<file path="src/rtl/alu_operand_sequencer.sv">
// alu_operand_sequencer: assembles opcode/A/B from byte-serial strobed writes, holds them to an external ALU
// for EXEC_CYCLES clocks, then registers its Result/Cout with a valid flag.
module alu_operand_sequencer #(
  parameter int SYNC_STAGES = 2,
  parameter int EXEC_CYCLES = 1
) (
  input  logic       clk,
  input  logic       rst_n,
  input  logic       ena,
  input  logic [7:0] data_in,
  input  logic       data_strobe,
  output logic [2:0] alu_sel,
  output logic [7:0] alu_a,
  output logic [7:0] alu_b,
  input  logic [7:0] alu_result,
  input  logic       alu_cout,
  output logic [7:0] result_out,
  output logic       cout_out,
  output logic       result_valid,
  output logic       busy
);
  typedef enum logic [2:0] {IDLE, LOAD_A, LOAD_B, EXEC, DONE} state_t;
  state_t state, state_nx;
  logic [SYNC_STAGES-1:0] sync_q;
  logic hist_q, wr, take, exec_end;
  logic [3:0] cnt;
  // synchronizer and edge history run regardless of ena so a held strobe never re-fires
  always_ff @(posedge clk or negedge rst_n)
    if (!rst_n) begin
      sync_q <= '0;
      hist_q <= 1'b0;
    end else begin
      sync_q <= {sync_q[SYNC_STAGES-2:0], data_strobe};
      hist_q <= sync_q[SYNC_STAGES-1];
    end
  assign wr = sync_q[SYNC_STAGES-1] & ~hist_q;
  assign take = ena & wr;
  assign exec_end = ena && state == EXEC && cnt == 4'd0;
  always_comb begin
    state_nx = state;
    case (state)
      IDLE, DONE: state_nx = take ? LOAD_A : state;
      LOAD_A:     state_nx = take ? LOAD_B : state;
      LOAD_B:     state_nx = take ? EXEC : state;
      EXEC:       state_nx = exec_end ? DONE : state;
      default:    state_nx = IDLE;
    endcase
  end
  always_ff @(posedge clk or negedge rst_n)
    if (!rst_n) state <= IDLE;
    else state <= state_nx;
  assign busy = state inside {LOAD_A, LOAD_B, EXEC};
  always_ff @(posedge clk or negedge rst_n)
    if (!rst_n) begin
      alu_sel      <= '0;
      alu_a        <= '0;
      alu_b        <= '0;
      cnt          <= '0;
      result_out   <= '0;
      cout_out     <= 1'b0;
      result_valid <= 1'b0;
    end else if (ena) begin
      if (wr && (state == IDLE || state == DONE)) alu_sel <= data_in[2:0];
      if (wr && state == DONE) result_valid <= 1'b0;
      if (wr && state == LOAD_A) alu_a <= data_in;
      if (wr && state == LOAD_B) begin
        alu_b <= data_in;
        cnt   <= 4'(EXEC_CYCLES - 1);
      end
      if (state == EXEC && cnt != 4'd0) cnt <= cnt - 4'd1;
      if (exec_end) begin
        result_out   <= alu_result;
        cout_out     <= alu_cout;
        result_valid <= 1'b1;
      end
    end
endmodule

</file>
<file path="config.mk">
export PLATFORM = sky130hd
export DESIGN_NAME = alu_operand_sequencer
export DESIGN_NICKNAME = d
export VERILOG_FILES = /design/src/rtl/alu_operand_sequencer.sv
export SDC_FILE = /design/constraint.sdc
export NUM_CORES = 1
export LEC_CHECK = 0
export CAP_MARGIN = 25
export CORE_MARGIN = 5
export CORE_UTILIZATION = 46
export CTS_CLUSTER_DIAMETER = 100
export DETAILED_ROUTE_END_ITERATION = 8
export PLACE_DENSITY = 0.84
export SYNTH_ARGS = -nofsm -noshare
export SYNTH_HDL_FRONTEND = slang
export SYNTH_SLANG_ARGS = --single-unit
</file>
<file path="constraint.sdc">
create_clock -name clk -period 1.9 [get_ports clk]
set_input_delay 0.285 -clock clk [delete_from_list [all_inputs] [get_ports clk]]
set_output_delay 0.285 -clock clk [all_outputs]
set_load 0.02 [all_outputs]
</file>
* After elaboration in Yosys (flattened, before gate mapping)
Cells that the tools add are included. Widths: inputs -> output; s select.
Word-level totals: latch bits 0, logic and storage cells 53, ROM bits 0, memories 0, input port bits 21, RAM bits 0, output and inout bits 30, flip-flop bits (word level) 39
Operators by class: bitwise gates (word level) 3, $lt $le $gt $ge 0, multipliers 0, multiplexer cells 9, equality and inequality tests 8, reduce and logical (&&, ||, !) cells 22, $add $sub $neg 1, divide/modulo/power cells 0, shift operators 0
Operators by type and width (number):
- $mux 3 | 4
- $pmux 3 s4 | 1
- $reduce_and 2->1 | 6
- $mux 4 | 2
- $ne 2x2->1 const B | 4
- $logic_and 1x1->1 | 7
- $eq 3x2->1 const B | 2
- $logic_not 4->1 | 1
- $reduce_and 4->1 | 1
- $reduce_bool 2->1 | 2
- $reduce_bool 4->1 | 1
- $sub 4x1->4 const B | 1
- $eq 3x1->1 const B | 1
- $eq 3x3->1 const B | 1
- $logic_not 3->1 | 1
- $reduce_bool 3->1 | 1
- $and 1x1->1 | 2
- $mux 1 | 2
- $reduce_or 2->1 | 1
- $logic_or 1x1->1 | 1
- $not 1->1 | 1

* Depth between registers and ports, before layout
word-level depth 5, gate-level depth with buffers 6, mapped depth without buffers 5

* Worst setup path after synthesis
OpenSTA, ideal clock, no wires.
path type reg2reg, from register cnt[0], to register cout_out, path slack 0.231 ns, buffers on the path 1, arrival time 1.545 ns, setup time 0.125 ns, cell stages (with the launch flop) 7, period minus slack after synthesis 1.669 ns, data required time 1.775 ns, path through dfrtp_1 -> inv_1 -> ha_1 -> and4bb_2 -> and4b_2 -> buf_4 -> mux2_2
Between the ends: word-level cells in the longest chain between the ends 3
Ends and longest elaborated chain:
- start: declaration | RTL line 26 | logic [3:0] cnt;
- start signal: assignment | RTL line 68 | cnt <= 4'(EXEC_CYCLES - 1);
- start signal: assignment | RTL line 70 | if (state == EXEC && cnt != 4'd0) cnt <= cnt - 4'd1;
- $logic_not 4->1 | RTL line 38 | assign exec_end = ena && state == EXEC && cnt == 4'd0;
- $logic_and 1x1->1 | RTL line 38
- $reduce_and 2->1 (no source line)
- end signal: assignment | RTL line 73 | cout_out <= alu_cout;
- end: declaration | RTL line 18 | output logic cout_out,
No other way between the ends. A chain may end at the register's enable or synchronous reset.

* Final worst setup path
from register cnt[0], to register result_out[6]
Between the ends: word-level cells in the longest chain between the ends 3
Ends and longest elaborated chain:
- $logic_not 4->1 | RTL line 38
- $logic_and 1x1->1 | RTL line 38
- $reduce_and 2->1 (no source line)
- end signal: assignment | RTL line 72 | result_out <= alu_result;
- end: declaration | RTL line 17 | output logic [7:0] result_out,
No other way between the ends.

==> results.py <==
metrics = {
    "sta": {
        "fmax_ghz": 0.5569,
        "setup_ws_ns": 0.1042,
        "min_period_ns": 1.796,
        "hold_viol": 0,
        "tightest_slew_ns": 0.4830,
        "max-slew-margin-rel": 0.6780,
        "hold_slack_ns": 0.3622,
        "slew_violations": 0,
        "grt_setup_unrepaired": "false",
        "finClkSkew_ns": 0.005646,
        "post-route-period-util": 0.9452,
        "setup_viol": 0,
        "tns_ns": 0,
    },
    "hold_path": {
        "hold_path_class": "input pin to flip-flop",
    },
    "power_and_ir_drop": {
        "seqPwrFrac": 0.385,
        "combPwrFrac": 0.464,
        "p_switching_mw": 1.316,
        "powerDensity_nw_per_um2": 1632,
        "leakage_nw": 1.035,
        "power.total_mw": 3.804,
        "pwr-share-clk": 0.152,
        "switching_share": 0.3460,
        "intPower_mw": 2.488,
        "irDropWorstVdd_uv": 816.5,
    },
    "synth": {
        "synthTopCellsByCount": "39 x dfrtp_1, 20 x mux2_2, 8 x mux2_4",
        "synth_ff_type": "dfrtp_1",
        "synth_seq_cells": 39,
        "yosysSeqAreaShare": 0.5834,
        "yosysWarnings": 0,
        "synth_top_cell_by_area": "dfrtp_1",
        "yosysMostFrequentCell": "dfrtp_1",
        "synth-async-reset-ratio": 1.000,
        "synth_edf_count": 0,
        "synthesis.area_um2": 1673,
        "synthCells": 112,
        "synth_area_leaders": "dfrtp_1 58%, mux2_2 13%, mux2_4 7.2%, nand4bb_4 1.6%, ha_1 1.5%",
        "netlist.area_leader.share": 0.5834,
        "syn-num-nets": 135,
        "synth_area_per_cell_um2": 14.94,
        "yosysUniqueCellTypes": 34,
    },
    "drt": {
        "dr.pass1.iters": 4,
        "drcViolationCount": 0,
        "viasPerCell": 5.178,
        "vias": 1134,
        "routed_wl_um": 3453,
        "drt_iter0_markers": 29,
        "ant_nets": 0,
        "wl_per_cell_um": 15.77,
    },
    "die": {
        "initial_utilization": 0.4675,
        "die_h_um": 70.31,
        "row_count": 22,
        "die_area_um2": 4943,
        "core_area_um2": 3578,
        "pin_count": 51,
        "die_x_um": 70.31,
    },
    "run_status": {
        "outcome": "finished, final reports clean",
    },
    "place": {
        "io_buffer_count": 50,
        "dp_slack_ns": -0.09577,
        "placed_cell_area_um2": 2231,
        "routabilityCongestion": 0.7863,
        "hpwl_um": 2565,
        "place_inst": 210,
    },
    "global_route": {
        "grt-ovfl-total": 0,
        "grt_pass1_wl_um": 6003,
        "grt_max_degree": 40,
        "grt_antenna_before_repair": 0,
        "grt_pass1_vias": 1246,
        "track_usage": 0.1545,
    },
    "clocking": {
        "cts_tree": "yes",
        "cts_buffers": 5,
        "cts-root-buf": "clkbuf_4",
        "htree_levels": 2,
        "post_cts_buffers": 0,
        "clkTransAtPathRegs_ns": 0.11,
        "clk_path_buf_depth": 2,
        "clkSinkCount": 39,
        "clk_latency_ns": 0.34,
    },
    "critical_path": {
        "critPathRequiredTime_ns": 2.14,
        "critical_path_class": "flip-flop to flip-flop",
        "cp-start-kind": "flip-flop",
        "worst_setup_path_end_kind": "flip-flop",
        "crit_arrival_ns": 2.03,
        "cp_max_fo": 10,
    },
    "finish": {
        "final_util": 0.6514,
        "instances_no_fill": 219,
        "area_growth_pct": 39.34,
        "fin_area_um2": 2331,
        "diodes": 0,
        "layout-drive-gt1-share": 0.3216,
        "fin_nets": 193,
    },
    "run": {
        "drv_cap": 0,
    },
}
final timing paths:
path,from,end,slack [ns],depth (start not counted)
worst min register to register,sync_q[0],sync_q[1],0.38,0
worst min-delay path,data_strobe,sync_q[0],0.36,1
min in group asynchronous,rst_n,sync_q[0],0.52,3
worst max register to register,cnt[0],result_out[6],0.10,5
worst max-delay path,cnt[0],result_out[6],0.10,5
max in group asynchronous,rst_n,state[0],1.02,3
worst max-delay path: stages (launching register included):
cell,delay [ns]
dfrtp_1,0.42
inv_1,0.09
ha_1,0.21
and4bb_2,0.27
and4b_4,0.34
mux2_2,0.36
placed cells by master (no fill, tap or decap), types with 2 or more instances in the layout:
master / instances
a211o_2: 2
buf_4: 6
clkbuf_4: 5
clkdlybuf4s50_1: 48
dfrtp_1: 37
dfrtp_2: 2
ha_1: 2
inv_1: 3
mux2_2: 20
mux2_4: 8
mux2i_1: 2
nand2_1: 2
nor2_1: 2
o21ai_0: 4
or3_1: 2
routing by layer:
layer,up-vias,part of all wire,GRT usage
met4,0,0.017,0.06596
met5,-,0,0
met2,53,0.48,0.2505
met1,552,0.40,0.1754
met3,6,0.10,0.06906
li1,523,-,-
layout make-up:
type	count	area [um^2]
clock buffer	6	51.30
clock inverter	2	35.03
multi-input combinational	64	645.6
tap	48	60.06
inverter	3	11.26
sequential	39	978.4
timing repair buffer	57	549.3
fill	269	1247
registers in the layout, summed over array words and instances, names as in the netlist:
register and count:
alu_a 8, alu_b 8, result_out 8, cnt 4, alu_sel 3, state 3
sync_q 2, cout_out 1, hist_q 1, result_valid 1
power by group through the flow:
| stage | sequential (mW) | combinational [mW] | clock (mW) |
|---|---|---|---|
| 2_1_floorplan | 1.77 | 0.630 | 0 |
| 3_3_place_gp | 1.44 | 1.74 | 0 |
| 3_5_place_dp | 1.47 | 1.79 | 0 |
| 4_1_cts | 1.47 | 1.79 | 0.593 |
| 5_1_grt | 1.52 | 1.88 | 0.627 |
| 6_report | 1.46 | 1.76 | 0.576 |
kinds of logic (layout without fill, tap and decap cells):
group | count (synthesis) | after routing | share of synthesized area
AO/OA/AOI/OAI | 11 | 11 | 0.04713
AND/OR/NAND/NOR | 21 | 21 | 0.1040
multiplexers | 30 | 30 | 0.2184
buffers and inverters | 9 | 68 | 0.03216
flip-flops | 39 | 39 | 0.5834
adder cells (fa/ha/maj) | 2 | 2 | 0.01496
timing repair:
item / 4_1_cts / 5_1_grt
endpoints found under the setup margin: 1 / 9
resized for setup: 3 / 1
hold buffers: 1 / 0
hold endpoints to repair: 39 / 0
No activity file was read; power rests on OpenSTA's default activity.
